`src/rtl/ttt_pkg.sv`:
```
// Shared types, encodings and board helpers for the tic-tac-toe controller.
package ttt_pkg;

  localparam int unsigned CELL_W  = 2;
  localparam int unsigned NCELLS  = 9;
  localparam int unsigned BOARD_W = NCELLS * CELL_W;
  localparam int unsigned CODE_W  = 4;
  localparam int unsigned CNT_W   = 4;
  localparam int unsigned NLINES  = 8;

  // Cell / player encodings (3 is never driven)
  localparam logic [CELL_W-1:0] EMPTY = 2'd0;
  localparam logic [CELL_W-1:0] PX    = 2'd1;
  localparam logic [CELL_W-1:0] PO    = 2'd2;

  typedef enum logic [1:0] {
    ST_WAIT  = 2'd0,
    ST_PLACE = 2'd1,
    ST_CHECK = 2'd2,
    ST_OVER  = 2'd3
  } state_e;

  // Winning lines, one cell index (1..9) per nibble: rows, columns, diagonals
  localparam logic [NLINES-1:0][11:0] WIN_LINES = {
    12'h123, 12'h456, 12'h789,
    12'h147, 12'h258, 12'h369,
    12'h159, 12'h357
  };

  // Bit offset of cell 'code' inside the board vector
  function automatic logic [4:0] cell_lsb(input logic [CODE_W-1:0] code);
    return 5'((5'(code) - 5'd1) << 1);
  endfunction

  // Contents of cell 'code'; out-of-range codes shift past the board and read EMPTY
  function automatic logic [CELL_W-1:0] cell_get(input logic [BOARD_W-1:0] b,
                                                 input logic [CODE_W-1:0]  code);
    return CELL_W'(b >> cell_lsb(code));
  endfunction

  // Key codes 1..9 address a cell; everything else is illegal
  function automatic logic code_legal(input logic [CODE_W-1:0] code);
    return (code != 4'd0) && (code <= 4'd9);
  endfunction

  function automatic logic [CELL_W-1:0] other_player(input logic [CELL_W-1:0] p);
    return (p == PX) ? PO : PX;
  endfunction

endpackage

```
`src/rtl/ttt_line_check.sv`:
```
// Combinational three-in-a-row detector for one player over the whole board.
module ttt_line_check
  import ttt_pkg::*;
(
  input  logic [BOARD_W-1:0] board_i,
  input  logic [CELL_W-1:0]  player_i,
  output logic               hit_c_o
);

  // Any of the eight lines fully owned by player_i; EMPTY never counts as an owner
  always_comb begin
    hit_c_o = 1'b0;
    for (int i = 0; i < int'(NLINES); i++) begin
      if ((player_i != EMPTY) &&
          (cell_get(board_i, WIN_LINES[i][11:8]) == player_i) &&
          (cell_get(board_i, WIN_LINES[i][7:4])  == player_i) &&
          (cell_get(board_i, WIN_LINES[i][3:0])  == player_i)) begin
        hit_c_o = 1'b1;
      end
    end
  end

endmodule

```
`src/rtl/ttt_game_ctrl.sv`:
```
// Tic-tac-toe sequencer: validates keypad moves, owns the display board, detects win/draw.
module ttt_game_ctrl
  import ttt_pkg::*;
#(
  parameter logic [1:0]  FIRST_PLAYER = 2'd1,
  parameter int unsigned TURN_TIMEOUT = 25_000_000
) (
  input  logic               freq,
  input  logic               rst,
  input  logic               key_valid,
  input  logic [CODE_W-1:0]  key_code,
  input  logic               new_game,
  output logic [BOARD_W-1:0] board,
  output logic [CELL_W-1:0]  cur_player,
  output logic [CELL_W-1:0]  winner,
  output logic               draw,
  output logic               game_over,
  output logic               err
);

  localparam int unsigned TMR_W = (TURN_TIMEOUT == 0) ? 1 : $clog2(TURN_TIMEOUT + 1);
  localparam logic [TMR_W-1:0] TMR_LAST = (TURN_TIMEOUT == 0) ? '0 : TMR_W'(TURN_TIMEOUT - 1);
  localparam logic [CNT_W-1:0] CNT_FULL = CNT_W'(NCELLS);

  state_e             state_q,  state_d;
  logic [BOARD_W-1:0] board_q,  board_d;
  logic [CELL_W-1:0]  cur_q,    cur_d;
  logic [CELL_W-1:0]  winner_q, winner_d;
  logic               draw_q,   draw_d;
  logic               over_q,   over_d;
  logic               err_q,    err_d;
  logic [CNT_W-1:0]   cnt_q,    cnt_d;
  logic [TMR_W-1:0]   timer_q,  timer_d;
  logic [CODE_W-1:0]  cell_q,   cell_d;

  logic               line_hit_c;
  logic               key_acc_c;

  // Win evaluation always looks at the committed board for the player who just moved
  ttt_line_check u_line_check (
    .board_i  (board_q),
    .player_i (cur_q),
    .hit_c_o  (line_hit_c)
  );

  // A key is takeable when it names a real cell that is still empty
  assign key_acc_c = key_valid && code_legal(key_code) && (cell_get(board_q, key_code) == EMPTY);

  // State and datapath registers with synchronous reset
  always_ff @(posedge freq) begin
    if (rst) begin
      state_q  <= ST_WAIT;
      board_q  <= '0;
      cur_q    <= FIRST_PLAYER;
      winner_q <= EMPTY;
      draw_q   <= 1'b0;
      over_q   <= 1'b0;
      err_q    <= 1'b0;
      cnt_q    <= '0;
      timer_q  <= '0;
      cell_q   <= '0;
    end else begin
      state_q  <= state_d;
      board_q  <= board_d;
      cur_q    <= cur_d;
      winner_q <= winner_d;
      draw_q   <= draw_d;
      over_q   <= over_d;
      err_q    <= err_d;
      cnt_q    <= cnt_d;
      timer_q  <= timer_d;
      cell_q   <= cell_d;
    end
  end

  // Next-state logic; new_game pre-empts everything, including a simultaneous key
  always_comb begin
    state_d  = state_q;
    board_d  = board_q;
    cur_d    = cur_q;
    winner_d = winner_q;
    draw_d   = draw_q;
    over_d   = over_q;
    err_d    = 1'b0;
    cnt_d    = cnt_q;
    timer_d  = timer_q;
    cell_d   = cell_q;

    if (new_game) begin
      state_d  = ST_WAIT;
      board_d  = '0;
      cur_d    = FIRST_PLAYER;
      winner_d = EMPTY;
      draw_d   = 1'b0;
      over_d   = 1'b0;
      cnt_d    = '0;
      timer_d  = '0;
    end else begin
      case (state_q)
        ST_WAIT: begin
          if (key_acc_c) begin
            // An accepted move takes precedence over a timeout expiring this cycle
            cell_d  = key_code;
            state_d = ST_PLACE;
          end else begin
            err_d = key_valid;
            if (TURN_TIMEOUT != 0) begin
              if (timer_q == TMR_LAST) begin
                cur_d   = other_player(cur_q);
                timer_d = '0;
              end else begin
                timer_d = timer_q + TMR_W'(1);
              end
            end
          end
        end
        ST_PLACE: begin
          err_d   = key_valid;
          board_d = board_q | (BOARD_W'(cur_q) << cell_lsb(cell_q));
          cnt_d   = (cnt_q == CNT_FULL) ? cnt_q : cnt_q + CNT_W'(1);
          timer_d = '0;
          state_d = ST_CHECK;
        end
        ST_CHECK: begin
          err_d = key_valid;
          if (line_hit_c) begin
            winner_d = cur_q;
            over_d   = 1'b1;
            cur_d    = EMPTY;
            state_d  = ST_OVER;
          end else if (cnt_q == CNT_FULL) begin
            draw_d  = 1'b1;
            over_d  = 1'b1;
            cur_d   = EMPTY;
            state_d = ST_OVER;
          end else begin
            cur_d   = other_player(cur_q);
            state_d = ST_WAIT;
          end
        end
        ST_OVER: begin
          err_d = key_valid;
        end
        default: begin
          state_d = ST_WAIT;
        end
      endcase
    end
  end

  assign board      = board_q;
  assign cur_player = cur_q;
  assign winner     = winner_q;
  assign draw       = draw_q;
  assign game_over  = over_q;
  assign err        = err_q;

endmodule
```
`config.mk`:
```
export PLATFORM = sky130hd
export DESIGN_NAME = ttt_game_ctrl
export DESIGN_NICKNAME = d
export VERILOG_FILES = /design/src/rtl/ttt_pkg.sv /design/src/rtl/ttt_line_check.sv /design/src/rtl/ttt_game_ctrl.sv
export SDC_FILE = /design/constraint.sdc
export NUM_CORES = 1
export LEC_CHECK = 0
export CORE_ASPECT_RATIO = 1.1
export CORE_MARGIN = 4
export CORE_UTILIZATION = 60
export DETAILED_ROUTE_END_ITERATION = 16
export HOLD_SLACK_MARGIN = 0.15
export PLACE_DENSITY_LB_ADDON = 0.3
export SLEW_MARGIN = 30
export SYNTH_ARGS = -nofsm -noshare
export SYNTH_HDL_FRONTEND = slang
export SYNTH_SLANG_ARGS = --single-unit
```
`constraint.sdc`:
```
create_clock -name freq -period 4.4 [get_ports freq]
set_input_delay 0.88 -clock freq [delete_from_list [all_inputs] [get_ports freq]]
set_output_delay 0.88 -clock freq [all_outputs]
set_load 0.005 [all_outputs]
```
# After elaboration in Yosys (flattened, before gate mapping)
# Index checks and enable logic that the tools add are counted.
# word_totals
ff_bits,60
input_bits,8
output_inout_bits,25
wordCells,106
# op_classes
n_addsub,4
n_lt_le_gt_ge,1
n_eq_ne,18
n_shift,2
muxes,25
bitwise,4
reduce_logical,42
# op_table
cell,n
$mux W25,2
$pmux W25 S2,1
$add A25 B1 Y25 const B,1
$eq A25 B25 Y1 const B,1
$logic_and A1 B1 Y1,24
$eq A2 B2 Y1,9
$or A18 B18 Y18,1
$shl A2 B5 Y18,1
$shr A18 B5 Y2,1
$mux W2,8
$mux W1,11
$reduce_and A2 Y1,5
$reduce_and A3 Y1,3
$reduce_bool A2 Y1,4
$sub A4 B1 Y4 const B,2
$ne A2 B2 Y1 const B,3
$pmux W2 S3,1
$add A4 B1 Y4 const B,1
$eq A2 B1 Y1 const B,2
$eq A2 B2 Y1 const B,2
$eq A4 B4 Y1 const B,1
$le A4 B4 Y1 const B,1
$logic_not A2 Y1,2
$pmux W2 S2,1
other kinds (6),8

# Longest topological paths before layout
# Gate-level depths: netlist of run 1.
# logic_depth
ltp_word,14
depth_mapped,13
ltp_nobuf,8

# Hierarchy
# A second synthesis of run 1 with hierarchy kept.
# hier_totals
cells_unflattened,442
hier_area_um2,3599.7
# modules_own_cells
mod,instances,cells_per_inst,area_each_um2,seq_area_each_um2
ttt_game_ctrl,1,384,3170.5,1201.2
ttt_line_check,1,58,429.2,0.0

# Worst setup path before layout of run 1
# Ideal clock, no wire load.
# synth_path
path_kind,input-to-reg
startpoint,input key_code[0]
endpoint,register timer_q[24]
setup_time_ns,0.072
arrival_ns,3.090
required_ns,4.328
path_slack_ns,1.239
path_stages,10
path_buffers,2
path_cell_list,buf_2 > inv_1 > ha_1 > clkbuf_1 > nor4b_1 > nor4_1 > a211o_4 > o31ai_4 > or4_1 > a21oi_1
# synth_via
elab_chain_cells,6
word_cells_on_any_way,10
classes_between,add/sub (1); order compare (1); eq/ne (1); shift (1); reduce/logical (6)
# synth_rtl
element,line,text
start: declaration,ttt_game_ctrl.sv:11,"input logic [CODE_W-1:0] key_code,"
$sub A4 B1 Y4 (tied with other cells),ttt_pkg.sv:32,return 5'((5'(code) - 5'd1) << 1);
$shr A18 B5 Y2 or $logic_and A1 B1 Y1 (tied branches),"ttt_pkg.sv:38, ttt_pkg.sv:43",
$logic_not A2 Y1 or $logic_and A1 B1 Y1 (tied branches),ttt_game_ctrl.sv:47,"assign key_acc_c = key_valid && code_legal(key_code) && (cell_get(board_q, key_code) == EMPTY);"
$logic_and A1 B1 Y1 (*),ttt_game_ctrl.sv:47,
$ne A2 B2 Y1 (no line) (*),n/a,
$reduce_and A2 Y1 (no line) (*),n/a,
end signal: assignment,ttt_game_ctrl.sv:71,timer_q <= timer_d;
end: declaration,ttt_game_ctrl.sv:33,"logic [TMR_W-1:0] timer_q, timer_d;"
# Mark *: on every way between the ends. The rest lies on a longest branch, timed or not.
# A chain may end at the register's enable or synchronous reset.

# Worst setup path after layout of run 1
# layout_path
startpoint,input key_code[1]
endpoint,register timer_q[22]
# Same word-level chain as after synthesis.

==> out/metrics.sh, run 1 <==
CLOCK-SINKS=60
SYNTH_ENABLE_FLOP_CELLS=0
GRT_PASS1_VIAS=3050
PORTBUFFERS=32
ROUTED_VIA_DENSITY=6.427
SYNTH.LARGEST_AREA_CELL='dfxtp_1'
FINALWORSTPATHREQUIREDPERIOD_PS=3481
CLOCK_INSERTION_DELAY_WORST_SKEW_PS=340
ROUTABILITYCONGESTION=0.8949
GRT_START_MAX_NET_PINS=37
CRIT_PATH_MAX_FANOUT=16
ANTENNA_CELLS_INSERTED=0
PERIOD_SHARE_PCT=79.11
SYNTH-ASYNC-RESET-RATIO_PCT=0
CP_DATA_ARRIVAL_TIME_PS=3740
UNREPAIRED_SETUP_ENDPOINTS_AFTER_GLOBAL_ROUTING='false'
CORE-AREA_SQ_UM=5465
POWER_DENSITY_nW_PER_UM2=289.1
YS_TYPES=59
MIN-DELAY-PATH-CLASS='reg2reg'
POSTCTSHOLDBUFS=0
SYN-MEAN-INSTANCE-AREA_SQ_UM=8.290
POSTROUTEWIRELENGTH_UM=8712
SETUP-TNS-FINAL_PS=0
ROUTED_WIRE_LENGTH_PER_INSTANCE_UM=16.69
FLOORPLAN_DIE_HEIGHT_UM=87.32
DRC=0
TOTAL_LEAKAGE_POWER_nW=1.396
DP.FINAL_HPWL_UM=6307
DR.FIRST_ITER.DRC_COUNT=229
MAXCAPVIOLATIONS=0
TIMING.CRITICAL_PATH.FROM_TYPE='input pin'
WORSTMARGINPINSLEW_PS=1002
CTS_POST_SETUP_BUFFERS_INSERTED=0
TIMING.SLEW.HEADROOM_PCT=33.12
SYNTH_TOP_CELL_AREA_SHARE_PCT=35.00
TIMING.CRITICAL_PATH.TO_TYPE='flop'
FINALSETUPVIOLATIONS=0
WORSTSETUPPATHTYPE='in2reg'
AREAGROWTHSYNTHTOFINISH_PCT=15.57
CTS_MADE_BUFFERS=9
LAYOUT_SETUP_WS_PS=919.4
YOSYSWARNINGS=0
YS_SEQ_AREA_SHARE_PCT=35.00
NUMBER_OF_LEVELS_IN_THE_CLOCK_H_TREE=3
FINAL_SKEW_PS=6.880
GLOBAL_ROUTE.OVERFLOW_TOTAL=0
PEAKVDDDROP_uV=235.1
BUFFER_DEPTH_OF_THE_LONGEST_CLOCK_PATH=2
FINAL_MAX_SLEW_VIOL_COUNT=0
SYNTHESIS.AREA_SQ_UM=3432
MAIN_SYNTH_FF_TYPE='dfxtp_1'
YOSYS_REGISTER_BITS=60
DRIVE_GT1_SHARE_PCT=8.054
CTS-ROOT-BUF='clkbuf_8'
GRT_FIRST_PASS_WIRELENGTH_UM=14170
POST-PLACE-WS_PS=607.6
NUMBER_OF_ANTENNA_VIOLATIONS_AT_THE_FIRST_CHECK_IN_GLOBAL_ROUTING=0
ROW_COUNT=28
REGTOREGSETUPSLACK_PS=1680
DR_TOTAL_VIAS=3355
RUN_STATUS='completed'
FINALNETCOUNT=461
CTSRESIZECOUNT=0
CP.REQUIRED_PS=4660
INITIAL_UTILIZATION_PCT=62.80
NETS_IN_THE_SYNTHESIZED_NETLIST=433
TIMING_HOLD_VIOLATIONS_FINAL=0
NUM_IO_PINS=33
MAX_FREQ_GHz=0.2873
DR.PASS1.ITERS=5
POST_SYNTH_MAIN_AREA_CONTRIBUTORS='dfxtp_1 35%, nor2_1 5.1%, a21oi_1 4.2%, ha_1 4.0%, and3_1 3.8%'
CTS_TREE='yes'
POST_SYNTHESIS_CELLS=414
FLOORPLAN.DIE.WIDTH_UM=80.11
ANTENNA_LEFT=0
CLK_PIN_SLEW_PS=70
GRTUSAGETOTAL_PCT=25.86
DIE_AREA_SQ_UM=6995
==> layout by cell type (no fill, tap or decap), types with 4 or more instances in the layout <==
cell type        instances
a31oi_1                 11
inv_1                   16
or4_1                    4
dfxtp_1                 59
nand2_1                 18
nand4_1                 13
o21ai_1                  6
buf_4                    4
ha_1                    11
and3_1                  21
xor2_1                  11
a21oi_1                 29
and2_1                   4
mux2i_1                  7
nand3_1                  8
or3_1                   15
nor4_1                   5
a211oi_1                 6
o21ai_0                 10
o211ai_1                 4
clkdlybuf4s50_1         32
xnor2_1                  4
clkbuf_8                 9
o22ai_1                  9
o41ai_1                  4
nor2_1                  47
nor3_1                  21
nor4b_1                  5
==> flip-flops by register name, indices dropped and copies added, names as in the netlist <==
| register | flops |
|---|---|
| board | 18 |
| cell_q | 4 |
| cnt_q | 4 |
| cur_player | 2 |
| draw | 1 |
| err | 1 |
| game_over | 1 |
| state_q | 2 |
| timer_q | 25 |
| winner | 2 |
==> metrics by stage <==
step | hold slack [ps] | util, % | total power, mW | area [sq um] | cells
global route | 507.7 | 72.57 | 1.192 | 3966 | 522
detailed placement | 457.9 | 69.07 | 0.6816 | 3775 | 506
CTS | 473.8 | 72.44 | 1.148 | 3959 | 522
floorplan | 447.1 | - | 0.6572 | 3432 | 414
global placement | 462.6 | 69.07 | 0.6789 | 3775 | 506
finish | 474.6 | 72.57 | 1.147 | 3966 | 522
==> final timing paths <==
check / to / cells past startpoint / startpoint
max: timer_q[22] / 10 / key_code[1]
min: game_over / 1 / game_over
max reg2reg: game_over / 6 / cur_player[0]
min reg2reg: game_over / 1 / game_over
==> routing by layer <==
metal	vias up	GRT usage [%]	share of wire, %
li1	1615	-	-
met1	1557	27.61	38
met2	150	47.36	52
met3	33	6.108	6.9
met4	0	12.29	3.1
met5	-	0	0
==> critical path, stage by stage <==
cell	delay [ps]
clkdlybuf4s50_1	510
inv_1	70
ha_1	420
nor4b_1	270
nor4_1	140
a211o_4	400
nor3_4	400
o21ai_2	250
buf_4	260
a21oi_1	140
==> where the power goes <==
group	switching [mW]	internal [mW]	total, mW
Combinational	0.0744	0.0429	0.117
Clock	0.216	0.259	0.475
Sequential	0.00673	0.548	0.554
Total	0.297	0.849	1.15
==> final cells by class <==
class                      count  area (sq um)
inverter                      16         60.06
tap                           75         93.84
sequential                    60          1202
clock inverter                 5         52.55
fill                         446          1499
clock buffer                  11         131.4
timing repair buffer          36         350.3
multi-input combinational    319          2076
==> synth_stat cells (5+ instances only) <==
library cell	instances
dfxtp_1	60
o22ai_1	9
nor4_1	6
and3_1	21
a21oi_1	29
nand3_1	8
a211oi_1	6
nand4_1	13
mux2i_1	7
a31oi_1	11
o21ai_0	10
nor4b_1	5
nor2_1	47
o21ai_1	6
xor2_1	11
nor3_1	21
nand2_1	18
ha_1	11
clkbuf_1	12
inv_1	16
or3_1	15
==> cells by family after synthesis <==
family	after synthesis	share of synthesized area [%]
compound gates	106	21.55
flops	60	35.00
mux	7	2.042
buf+inv	35	4.703
simple gates	180	28.87
xor+xnor	15	3.828
fa+ha+maj	11	4.010
No activity file was read; power rests on OpenSTA's default activity.
==> inputs of run 2 (changes only) <==
--- a/config.mk
+++ b/config.mk
@@ -7,7 +7,7 @@
 export LEC_CHECK = 0
 export CORE_ASPECT_RATIO = 1.1
 export CORE_MARGIN = 4
-export CORE_UTILIZATION = 60
+export CORE_UTILIZATION = 52
 export DETAILED_ROUTE_END_ITERATION = 16
 export HOLD_SLACK_MARGIN = 0.15
 export PLACE_DENSITY_LB_ADDON = 0.3
==> constraint.sdc (replaced) <==
create_clock -name freq -period 3.1 [get_ports freq]
set_input_delay 0.62 -clock freq [delete_from_list [all_inputs] [get_ports freq]]
set_output_delay 0.62 -clock freq [all_outputs]
set_load 0.005 [all_outputs]
==> run 2 against run 1 <==
Effect of this change:
- via count rose by 2.8%
- clock skew fell by 1.9 ps
- first-iteration DRC count fell by 3.5%
- clock power rose by 45%
- count of clock-buffer cells in the layout fell by 1
- sequential share of layout area fell by 1.7 points
- sequential power rose by 42%
- combinational power rose by 83%
- critical path type unchanged
==> out/metrics.sh, run 2 (synthesis results as in run 1) <==
DPL_CELL_AREA_SQ_UM=3969
FINALSETUPVIOLATIONS=0
GRTUSAGETOTAL_PCT=22.98
WORSTSETUPPATHTYPE='in2reg'
INITIAL_UTILIZATION_PCT=54.42
REGTOREGSETUPSLACK_PS=540
SHARE_SEQ_OF_TOTAL_POWER_PCT=46.5
MAX_STAGE_DELAY_PS=540
HOLD_WS_PS=476.7
NUMBER_OF_ANTENNA_VIOLATIONS_AT_THE_FIRST_CHECK_IN_GLOBAL_ROUTING=0
DIE_AREA_SQ_UM=7965
FINALWORSTPATHREQUIREDPERIOD_PS=3032
POWER.SHARE.COMBINATIONAL_PCT=12.7
TIMING_HOLD_VIOLATIONS_FINAL=0
POSTROUTEWIRELENGTH_UM=8857
DP.FINAL_HPWL_UM=6326
RUN_STATUS='completed'
TIMING.SLEW.HEADROOM_PCT=47.23
GRT_START_MAX_NET_PINS=26
ROUTABILITYCONGESTION=0.8931
MOSTFREQUENTLAYOUTCELL='dfxtp_1'
FINAL-SEQ-AREA_SQ_UM=1201
MAXCAPVIOLATIONS=0
WORST_PATH_MAX_DELAY_CELL='or4_1'
CP.REQUIRED_PS=3360
PERIOD_SHARE_PCT=97.81
FINALNETCOUNT=488
PART_OF_THE_TOTAL_POWER_DISSIPATED_IN_THE_CLOCK_NETWORK_PCT=40.8
CLK_PIN_SLEW_PS=70
SETUP-TNS-FINAL_PS=0
LARGEST_REG_FLOPS=25
ANTENNA_LEFT=0
PATH_DELAY_FAMILY='simple AND/OR/NAND/NOR gates'
POWER_REPORT.INTERNAL_TOTAL_mW=1.256
DRIVE_GT1_SHARE_PCT=13.74
CRIT_PATH_CELL_TRACE='clkdlybuf4s50_1, inv_1, ha_2, nor4b_2, nor4_1, a211o_4, o31ai_2, or4_1, a21oi_1'
FINAL_MAX_SLEW_VIOL_COUNT=0
CRITICAL_PATH_BUF_INV_COUNT=2
DR.FIRST_ITER.DRC_COUNT=221
P_SWITCHING_mW=0.4346
NUM_IO_PINS=33
GRT_FIRST_PASS_WIRELENGTH_UM=14930
PEAKVDDDROP_uV=295.8
BUFFER_DEPTH_OF_THE_LONGEST_CLOCK_PATH=2
MIN-DELAY-PATH-CLASS='reg2reg'
LAYOUT.CELL_AREA.NON_FILLER_SQ_UM=4198
NUM-FILL-CELLS=517
DRC=0
CLOCK-SINKS=60
GLOBAL_ROUTE.OVERFLOW_TOTAL=0
SWITCHING_FRACTION_OF_TOTAL_POWER_PCT=25.70
TIMING.CRITICAL_PATH.FROM_TYPE='input pin'
FLOORPLAN.DIE.WIDTH_UM=85.46
CTS-ROOT-BUF='clkbuf_8'
DR.PASS1.ITERS=5
CTS_MADE_BUFFERS=9
LAYOUT_COMMON_CELLS='60 x dfxtp_1, 47 x nor2_1, 32 x clkdlybuf4s50_1'
LARGEST-REGISTER='timer_q'
P_TOTAL_mW=1.691
FINAL_SKEW_PS=5.023
POWER_DENSITY_nW_PER_UM2=402.8
ANTENNA_CELLS_INSERTED=0
CP_DATA_ARRIVAL_TIME_PS=3300
DR_TOTAL_VIAS=3449
ROUTED_VIA_DENSITY=6.237
TIMING.CRITICAL_PATH.TO_TYPE='flop'
CRIT_PATH_MAX_FANOUT=9
CTS_TREE='yes'
ROW_COUNT=30
GRT_PASS1_VIAS=3139
MULTI_INPUT_COMB_AREA_SQ_UM=2101
ROUTED_WIRE_LENGTH_PER_INSTANCE_UM=16.02
NUMBER_OF_LEVELS_IN_THE_CLOCK_H_TREE=3
FIN_UTIL_PCT=66.57
TOTAL_LEAKAGE_POWER_nW=1.535
AREAGROWTHSYNTHTOFINISH_PCT=22.31
MAX_FREQ_GHz=0.3298
CORE-AREA_SQ_UM=6306
CLOCK_INSERTION_DELAY_WORST_SKEW_PS=340
PORTBUFFERS=32
FLOORPLAN_DIE_HEIGHT_UM=93.21
WORSTMARGINPINSLEW_PS=781.3
==> run 2: cell types whose count changed in the layout (fill, tap and decap cells not counted), sizes merged <==
cell and change:
buf +26, clkbuf -1, o31ai +1
==> run 2: final timing paths <==
check	startpoint	endpoint	depth (start not counted)
max	key_code[0]	timer_q[24]	9
min reg2reg	game_over	game_over	1
min	game_over	game_over	1
max reg2reg	timer_q[0]	cur_player[1]	7
==> run 2: routing by layer <==
metal	track usage (%)	share of wire, %
met4	11.74	3.3
met2	38.47	49
met3	3.172	5.5
met1	28.67	42
met5	0	0
==> run 2: through the flow <==
stage | worst slack, ps | cells
2_1_floorplan | 198.7 | 414
3_3_place_gp | -232.4 | 536
3_5_place_dp | -346.1 | 536
4_1_cts | 35.72 | 551
5_1_grt | -50.44 | 553
6_report | 67.82 | 553
==> run 2: cell type report <==
cell class / count / share of cell area [%]
inverters: 16 / 1.431
flip-flops and latches: 60 / 28.61
clock buffers: 10 / 3.279
clock inverters: 5 / 1.252
repair buffers: 62 / 13.00
well taps: 80 / 2.384
multi-input cells: 320 / 50.04
==> run 2: what timing repair did <==
action,CTS,global route
gates cloned,0,1
resized for setup,1,3
hold buffers,0,0
endpoints found under the setup margin,3,24
buffers inserted,0,1
pin swaps,0,3
==> run 2: power by group through the flow <==
stage	logic [mW]	clock network [mW]	registers, mW
after floorplan	0.132	0	0.800
after global routing	0.232	0.733	0.787
final	0.214	0.689	0.787
after global placement	0.197	0	0.803
after CTS	0.204	0.701	0.786
after detailed placement	0.202	0	0.804
==> run 2: worst reg2reg max path: stages, from the launching register on <==
cell      delay [ps]
dfxtp_1          420
ha_1             260
and3_1           200
nand3_1          180
nor4_1           560
o211ai_1         310
a2111o_1         460
o21ai_1          110
==> inputs of run 3 (changes only) <==
--- a/config.mk
+++ b/config.mk
@@ -7,7 +7,7 @@
 export LEC_CHECK = 0
 export CORE_ASPECT_RATIO = 1.1
 export CORE_MARGIN = 4
-export CORE_UTILIZATION = 52
+export CORE_UTILIZATION = 60
 export DETAILED_ROUTE_END_ITERATION = 16
 export HOLD_SLACK_MARGIN = 0.15
 export PLACE_DENSITY_LB_ADDON = 0.3
==> constraint.sdc (replaced) <==
create_clock -name freq -period 3.9 [get_ports freq]
set_input_delay 0.78 -clock freq [delete_from_list [all_inputs] [get_ports freq]]
set_output_delay 0.78 -clock freq [all_outputs]
set_load 0.005 [all_outputs]
==> run 3 against run 2 <==
Effect of this change:
- first-iteration DRC count rose by 6.3%
- routed wire length fell by 5.8%
- global-route usage rose by 2.8 points
- power fell by 23%
- non-clock buffer count fell by 25
- critical endpoint is now timer_q[0]
- largest power group unchanged
- highest routed layer unchanged
==> out/metrics.sh, run 3 (synthesis results as in run 1) <==
AREAGROWTHSYNTHTOFINISH_PCT=15.82
FINALSETUPVIOLATIONS=0
POWER_REPORT.INTERNAL_TOTAL_mW=0.9604
RUN_STATUS='completed'
DIE_AREA_SQ_UM=6995
CTS_POST_SETUP_BUFFERS_INSERTED=0
SWITCHING_FRACTION_OF_TOTAL_POWER_PCT=26.52
CLOCK-SINKS=60
FLOORPLAN_DIE_HEIGHT_UM=87.32
CTS_MADE_BUFFERS=9
FLOORPLAN.DIE.WIDTH_UM=80.11
GRT_START_MAX_NET_PINS=37
GRT_FIRST_PASS_WIRELENGTH_UM=14170
PART_OF_THE_TOTAL_POWER_DISSIPATED_IN_THE_CLOCK_NETWORK_PCT=41.7
DR.FIRST_ITER.DRC_COUNT=235
CTSRESIZECOUNT=0
MIN-DELAY-PATH-CLASS='reg2reg'
TOP_LAYER_USED='met4'
INITIAL_UTILIZATION_PCT=62.80
SETUP-TNS-FINAL_PS=0
GRT_PASS1_VIAS=3037
MOSTFREQUENTLAYOUTCELL='dfxtp_1'
PORTBUFFERS=32
FINAL_MAX_SLEW_VIOL_COUNT=0
DR.PASS1.ITERS=5
FINALNETCOUNT=462
ROUTED-WL-MET3_UM=514
TOTAL_LEAKAGE_POWER_nW=1.407
ROUTED_WIRE_LENGTH_PER_INSTANCE_UM=15.96
ROW_COUNT=28
POWER.SHARE.COMBINATIONAL_PCT=10.4
GRTUSAGETOTAL_PCT=25.81
LARGEST-REGISTER='timer_q'
TIMING_HOLD_VIOLATIONS_FINAL=0
ROUTED_VIA_DENSITY=6.380
WL_MET2_UM=3947
GLOBAL_ROUTE.OVERFLOW_TOTAL=0
UNREPAIRED_SETUP_ENDPOINTS_AFTER_GLOBAL_ROUTING='false'
DR_TOTAL_VIAS=3337
FINALWORSTPATHREQUIREDPERIOD_PS=3367
LAYOUT_COMMON_CELLS='58 x dfxtp_1, 47 x nor2_1, 32 x clkdlybuf4s50_1'
MAXCAPVIOLATIONS=0
DRC=0
CTS_TREE='yes'
CLOCK_INSERTION_DELAY_WORST_SKEW_PS=350
WORSTSETUPPATHTYPE='in2reg'
TIMING.CRITICAL_PATH.TO_TYPE='flop'
CP_DATA_ARRIVAL_TIME_PS=3580
ROUTEDLENGTHMET1_UM=3485
LARGEST_REG_FLOPS=25
POSTROUTEWIRELENGTH_UM=8345
ANTENNA_CELLS_INSERTED=0
PEAKVDDDROP_uV=287.3
DRIVE_GT1_SHARE_PCT=8.705
NUM-FILL-CELLS=437
NUMBER_OF_ANTENNA_VIOLATIONS_AT_THE_FIRST_CHECK_IN_GLOBAL_ROUTING=0
FINAL_SKEW_PS=10.94
DP.FINAL_HPWL_UM=5918
POWER_DENSITY_nW_PER_UM2=328.8
P_SWITCHING_mW=0.3465
MAX_FREQ_GHz=0.2970
CORE-AREA_SQ_UM=5465
WORSTMARGINPINSLEW_PS=904.6
TIMING.CRITICAL_PATH.FROM_TYPE='input pin'
CP.REQUIRED_PS=4110
BUFFER_DEPTH_OF_THE_LONGEST_CLOCK_PATH=2
NUM_IO_PINS=33
SHARE_SEQ_OF_TOTAL_POWER_PCT=47.8
NUMBER_OF_LEVELS_IN_THE_CLOCK_H_TREE=3
PERIOD_SHARE_PCT=86.35
CTS-ROOT-BUF='clkbuf_8'
CRIT_PATH_MAX_FANOUT=17
ANTENNA_LEFT=0
HOLD_WS_PS=478.5
TIMING.SLEW.HEADROOM_PCT=39.14
ROUTABILITYCONGESTION=0.8964
CLK_PIN_SLEW_PS=70
POSTCTSHOLDBUFS=0
## run 3: changes by cell type in the layout (fill, tap and decap cells not counted), sizes merged
cell,before,now
buf,30,5
clkbuf,10,9
clkinv,3,4
inv,16,17
o31ai,5,4
## run 3: area by class of cell
cell class	instances	area, sq um	share of cell area (%)
clock inverter	7	66.31	1.668
inverter	16	60.06	1.511
clock buffer	9	123.9	3.116
sequential	60	1204	30.28
tap	75	93.84	2.361
multi-input combinational	319	2069	52.06
timing repair buffer	37	357.8	9.002
## run 3: worst paths after layout
check         startpoint         end  slack [ps]  cells after the start
max reg2reg   timer_q[0]  timer_q[0]        1250                      7
min            game_over   game_over         480                      1
min reg2reg    game_over   game_over         480                      1
max          key_code[1]  timer_q[0]         530                      9
## run 3: critical path, cell delays in order
cell,delay [ps]
clkdlybuf4s50_1,510
inv_1,80
ha_1,420
o211ai_1,180
a311oi_1,550
a211o_4,250
nor3_4,70
o21ai_2,630
nor2_1,110
## run 3: power groups by stage
stage	clock network, mW	logic (mW)	registers (mW)
after floorplan	0	0.105	0.636
after global placement	0	0.131	0.638
after detailed placement	0	0.134	0.639
after CTS	0.553	0.136	0.625
after global routing	0.586	0.152	0.626
final	0.545	0.137	0.625
## run 3: through the flow
| step | cells | setup WS (ps) | power, mW | instance area, sq um | util [%] |
|---|---|---|---|---|---|
| finish | 523 | 532.5 | 1.307 | 3975 | 72.73 |
| global route | 523 | 252.5 | 1.364 | 3975 | 72.73 |
| CTS | 523 | 553.5 | 1.313 | 3973 | 72.69 |
| detailed placement | 507 | 160.4 | 0.7725 | 3782 | 69.21 |
| global placement | 507 | 328.2 | 0.7693 | 3782 | 69.21 |
| floorplan | 414 | 838.7 | 0.7415 | 3432 | - |
## run 3: routing by layer
layer | vias to the layer above | GRT usage [%]
met4 | 0 | 17.05
met5 | - | 0
met2 | 138 | 40.81
met3 | 41 | 6.108
li1 | 1620 | -
met1 | 1538 | 31.05
==> RTL edit 1, RTL diff (settings of run 1) <==
The parameter `TURN_TIMEOUT` goes from 25_000_000 to 12_500_000.
--- a/src/rtl/ttt_game_ctrl.sv
+++ b/src/rtl/ttt_game_ctrl.sv
@@ -4,5 +4,5 @@
 #(
   parameter logic [1:0]  FIRST_PLAYER = 2'd1,
-  parameter int unsigned TURN_TIMEOUT = 25_000_000
+  parameter int unsigned TURN_TIMEOUT = 12_500_000
 ) (
   input  logic               freq,
Check against the original RTL: same outputs for any inputs over 10 cycles, from zero or initial values and one cycle with rst high; that may be too few to reach the edited logic, so the function may still have changed.
==> RTL edit 1 against run 1 <==
- cell count rose by 2.1%
- design area rose by 2.6%
- highest routed layer unchanged
- area after synthesis rose by 2.3%
- first-iteration DRC count rose by 35%
- critical endpoint unchanged
- sequential power fell by 2%
- setup slack got worse by 0.18 ns
- global-route usage rose by 2.6 points
- sequential cell count fell by 1
- wire length rose by 10%
- total power rose by 10%
- critical path depth did not move
- sequential share of layout area fell by 1.3 points
==> RTL edit 1: results (changes against run 1) <==
The flow ran to the end, and the final reports show no timing, DRC or antenna violations. The proportion of layout cells with a drive suffix above 1 came out at 0.1310 (+0.05047). The signal arrival time at the worst endpoint came out at 3.88 ns (+0.14 ns). The first-pass GRT wire length is 15810 um (+12%). The peak fanout along the critical path is 18 (+2). The maximum ir drop on the vdd rail is 0.4039 mV (+72%). The number of antenna violations at the first check in global routing is 0 (unchanged). The commonest cells after synthesis are sky130_fd_sc_hd__dfxtp_1 (59), sky130_fd_sc_hd__nor2_1 (58), sky130_fd_sc_hd__nor3_1 (36), sky130_fd_sc_hd__nand2_1 (23). The routed length on met3 is 621 um (+4.0%). The top metal layer carrying routed signals is met4. The number of standard cells after synthesis is 425 (+2.7%). The largest stage delay on the critical path is 0.76 ns (+0.25 ns). The met2 wire length came out at 4738 um (+4.9%).

The leakage power came out at 0.001437 uW (+2.9%). The count of different cell masters after synthesis was 62 (+5.1%). The final wirelength came out at 9582 um (+10%). The internal power consumption is 959.3 uW (+13%). The worst hold path terminates at draw. The slowest stage of the critical path belongs to the cell sky130_fd_sc_hd__a221oi_4. Sorting the synthesized cells by area gives the leading types as sky130_fd_sc_hd__dfxtp_1 (34%), sky130_fd_sc_hd__nor2_1 (6.2%), sky130_fd_sc_hd__nor3_1 (5.1%). The fraction of the yosys area taken by sequential cells was 0.3365 (-0.01344). The number of cell instances on the worst register-to-register path came out at 7 (+1). The overall via count from detail_route came out at 3482 (+3.8%).

The fraction of met1 tracks used by global routing came out at 0.3319 (+0.05575). The largest clock skew in the final design is 0.007276 ns (+0.0003958 ns). The final HPWL from detailed placement was 6422 um (+1.8%). The startpoint of the lowest-slack hold path is draw. The min-delay analysis places its worst path in the category flop to flop. The met3 track demand over resource in global routing is 0.06212 (+0.001042).

The worst register-to-register path ends at timer_q[22]. The cell depth of the worst min-delay path is 2 (+1). The length of the first detailed-routing pass in iterations came out at 5 (unchanged). The largest net degree at the start of global routing came out at 31 (-16%).

The startpoint identified for the worst register-to-register timing path is board[4]. The cell total after placement is 517 (+2.2%). The final weighted congestion in routability-driven placement is 0.9128 (+2.0%).

The minimum setup slack among reg-to-reg paths came out at 1.66 ns (-0.02 ns). The slew at the pin closest to its max-slew limit came out at 0.8895 ns (-0.1124 ns). The final hold slack came out at 0.4765 ns (+0.001831 ns). The mean instance size in the synthesized netlist is 8.258 um2 (-0.39%). The sum of routed wire segments on met1 was 3874 um (+16%). The number of nets at the end of the flow came out at 472 (+2.4%). The number of flip-flops in the largest register came out at 24 (-4.0%). In this design, the largest share of critical-path delay is due to compound AO/OA/AOI/OAI gates. The net count of the mapped netlist came out at 444 (+2.5%). The non-filler instance count after layout was 533 (+2.1%). The via count of the first global-routing pass is 3439 (+13%). The met2 demand-to-capacity share in global routing is 0.4750 (+0.001337). The first-iteration detailed-routing DRC count was 309 (+35%).
RTL edit 1: changes by cell type in the layout (fill, tap and decap cells not counted), sizes merged, moves of 5 or more:
cell,change
a2111oi,+6
nand3,+9
nand2,+7
nor4,-5
nor3,+14
nand4,-6
o21a,+9
nor2,+12
or3,-10
inv,-5
RTL edit 1: power by group through the flow:
stage | clock (uW) | sequential, uW | combinational (uW)
3_3_place_gp | 0 | 555 | 111
4_1_cts | 599 | 544 | 118
3_5_place_dp | 0 | 555 | 116
6_report | 597 | 544 | 121
2_1_floorplan | 0 | 554 | 98.6
5_1_grt | 629 | 544 | 131
RTL edit 1: per-stage QoR:
step / util / setup WS, ns / instance area [um2]
after floorplan: - / 1.369 / 3510
after CTS: 0.7337 / 0.7598 / 4061
after detailed placement: 0.6892 / 0.3859 / 3815
final: 0.7353 / 0.7390 / 4070
after global routing: 0.7353 / 0.5232 / 4070
after global placement: 0.6887 / 0.5452 / 3812
RTL edit 1: kinds of logic after synthesis:
kind of cell / Yosys count / synth area share
AND/OR/NAND/NOR: 203 / 0.3027
AO/OA/AOI/OAI: 97 / 0.2050
flip-flops: 59 / 0.3365
buffers and inverters: 31 / 0.05419
XOR/XNOR: 17 / 0.04242
adder cells (fa/ha/maj): 11 / 0.03922
multiplexers: 7 / 0.01997
RTL edit 1: area by class of cell:
class                           count  area (um2)  share of cell area
Multi-Input combinational cell    335        2148              0.5278
Tap cell                           75       93.84             0.02306
Sequential cell                    59        1182              0.2905
Clock inverter                      3       67.56             0.01660
Inverter                           11       41.29             0.01014
Clock buffer                       13       178.9             0.04396
Timing Repair Buffer               37       357.8             0.08792
==> RTL edit 2, RTL diff (config.mk and constraints of run 1) <==
Without the edit above. One comparison of `cnt_q` changes from == to >=.
--- a/src/rtl/ttt_game_ctrl.sv
+++ b/src/rtl/ttt_game_ctrl.sv
@@ -129,5 +129,5 @@
             cur_d    = EMPTY;
             state_d  = ST_OVER;
-          end else if (cnt_q == CNT_FULL) begin
+          end else if (cnt_q >= CNT_FULL) begin
             draw_d  = 1'b1;
             over_d  = 1'b1;
Behaviour: no difference found for any inputs over 10 cycles, from zero or initial values and one cycle with rst high; that may be too few to reach the edited logic, so the function may still have changed.
==> RTL edit 2 against run 1 <==
- utilization shrank 0.33 points
- sequential cell count is the same
- combinational power is 21% lower
- sequential share of layout area up 0.50 points
- area after synthesis fell by 3.1%
- setup slack better by 0.081 ns
- wire length fell by 7.6%
- clock power up 28%
- design area is 1.7% lower
- total power is 9.0% higher
- critical endpoint is now cell_q[1]
- largest cell class unchanged
- largest power group is now clock
- highest routed layer unchanged
==> RTL edit 2: results (changes against run 1) <==
The fraction of the yosys area taken by sequential cells is 0.3612 (+0.01119). The worst path setup slack after routing is 1.000 ns (+0.08098 ns). The area taken by multi-input logic gates is 1941 um2 (-6.5%).

The leakage power came to 0.001383 uW (-0.90%). The run finished with clean final reports. The peak fanout along the critical path came out at 11 (-5).

The met2 demand-to-capacity share in global routing came out at 0.4495 (-0.02418). The proportion of layout cells with a drive suffix above 1 came to 0.08090 (+0.0003620). The worst register-to-register path ends at cur_player[0]. The total global routing track utilization came out at 0.2570 (-0.001611). The multi-input gate count came out at 314 (-1.6%). The largest clock skew in the final design was 0.01016 ns (+0.003282 ns). The area of all sequential standard cells is 1201 um2 (-0.10%). The inverter count was 19 (+3).

The setup slack at placement is 0.6478 ns (+0.04022 ns). The met3 track demand over resource in global routing was 0.05777 (-0.003303). The slew at the pin closest to its max-slew limit is 0.9118 ns (-0.09013 ns). The fraction of met1 tracks used by global routing was 0.3022 (+0.02611).

The post-placement cell area is 3657 um2 (-3.1%). The flip-flop and latch count is 60 (unchanged). The length of the first detailed-routing pass in iterations is 4 (-1).

The layout overhead on the synthesized area came out at 17.19%. The final wirelength came out at 8053 um (-7.6%). The signal arrival time at the worst endpoint is 3.63 ns (-0.11 ns). The number of nets at the end of the flow is 460 (-0.22%).

The total die area is 6799 um2 (-2.8%). The per-cell via count in the routed design is 5.817 (-9.5%). The final weighted congestion in routability-driven placement came out at 0.8727 (-2.5%).

The via count of the first global-routing pass came out at 3006 (-1.4%). The maximum ir drop on the vdd rail was 0.2641 mV (+12%). The first-pass GRT wire length came out at 13990 um (-1.2%). The portion of the layout cell area used by non-clock buffers came out at 0.08989 (+0.001559). The count of different cell masters after synthesis came out at 56 (-5.1%). The last element of the critical path is cell_q[1]. The final hold slack was 0.4461 ns (-0.02856 ns).
RTL edit 2: worst max-delay path: stages:
cell	delay, ns
sky130_fd_sc_hd__clkdlybuf4s50_1	0.53
sky130_fd_sc_hd__inv_1	0.08
sky130_fd_sc_hd__ha_1	0.23
sky130_fd_sc_hd__xor2_1	0.19
sky130_fd_sc_hd__mux4_2	0.57
sky130_fd_sc_hd__a211oi_2	0.20
sky130_fd_sc_hd__buf_4	0.21
sky130_fd_sc_hd__nor2b_1	0.41
sky130_fd_sc_hd__mux2i_1	0.24
sky130_fd_sc_hd__nor2_1	0.07
RTL edit 2: power breakdown:
part / total (uW) / switching, uW / internal (uW)
logic: 92.3 / 56.7 / 35.6
registers: 551 / 4.22 / 547
clock network: 606 / 229 / 377
total: 1250 / 290 / 960
RTL edit 2: worst min path at each step:
stage	start	end	cells after the start
finish	game_over	game_over	2
global route	game_over	game_over	2
CTS	game_over	game_over	2
detailed placement	game_over	game_over	2
global placement	game_over	game_over	2
floorplan	draw	draw	2
RTL edit 2: kinds of logic after synthesis:
group           count (synthesis)  synth area share
simple gates                  188            0.2833
compound gates                 75            0.1452
flops                          60            0.3612
buf+inv                        38           0.05530
xor+xnor                       30           0.07901
fa+ha+maj                      12           0.04515
mux                             9           0.03085
RTL edit 2: metrics by stage:
step | total power [uW] | cells
6_report | 1250 | 520
5_1_grt | 1290 | 520
4_1_cts | 1257 | 520
3_5_place_dp | 654.5 | 504
3_3_place_gp | 651.1 | 504
2_1_floorplan | 631.2 | 412
RTL edit 2: metal layers:
layer | vias to the layer above | share of wire
li1 | 1507 | -
met1 | 1426 | 0.42
met3 | 18 | 0.038
met2 | 74 | 0.52
met4 | 0 | 0.022
met5 | - | 0
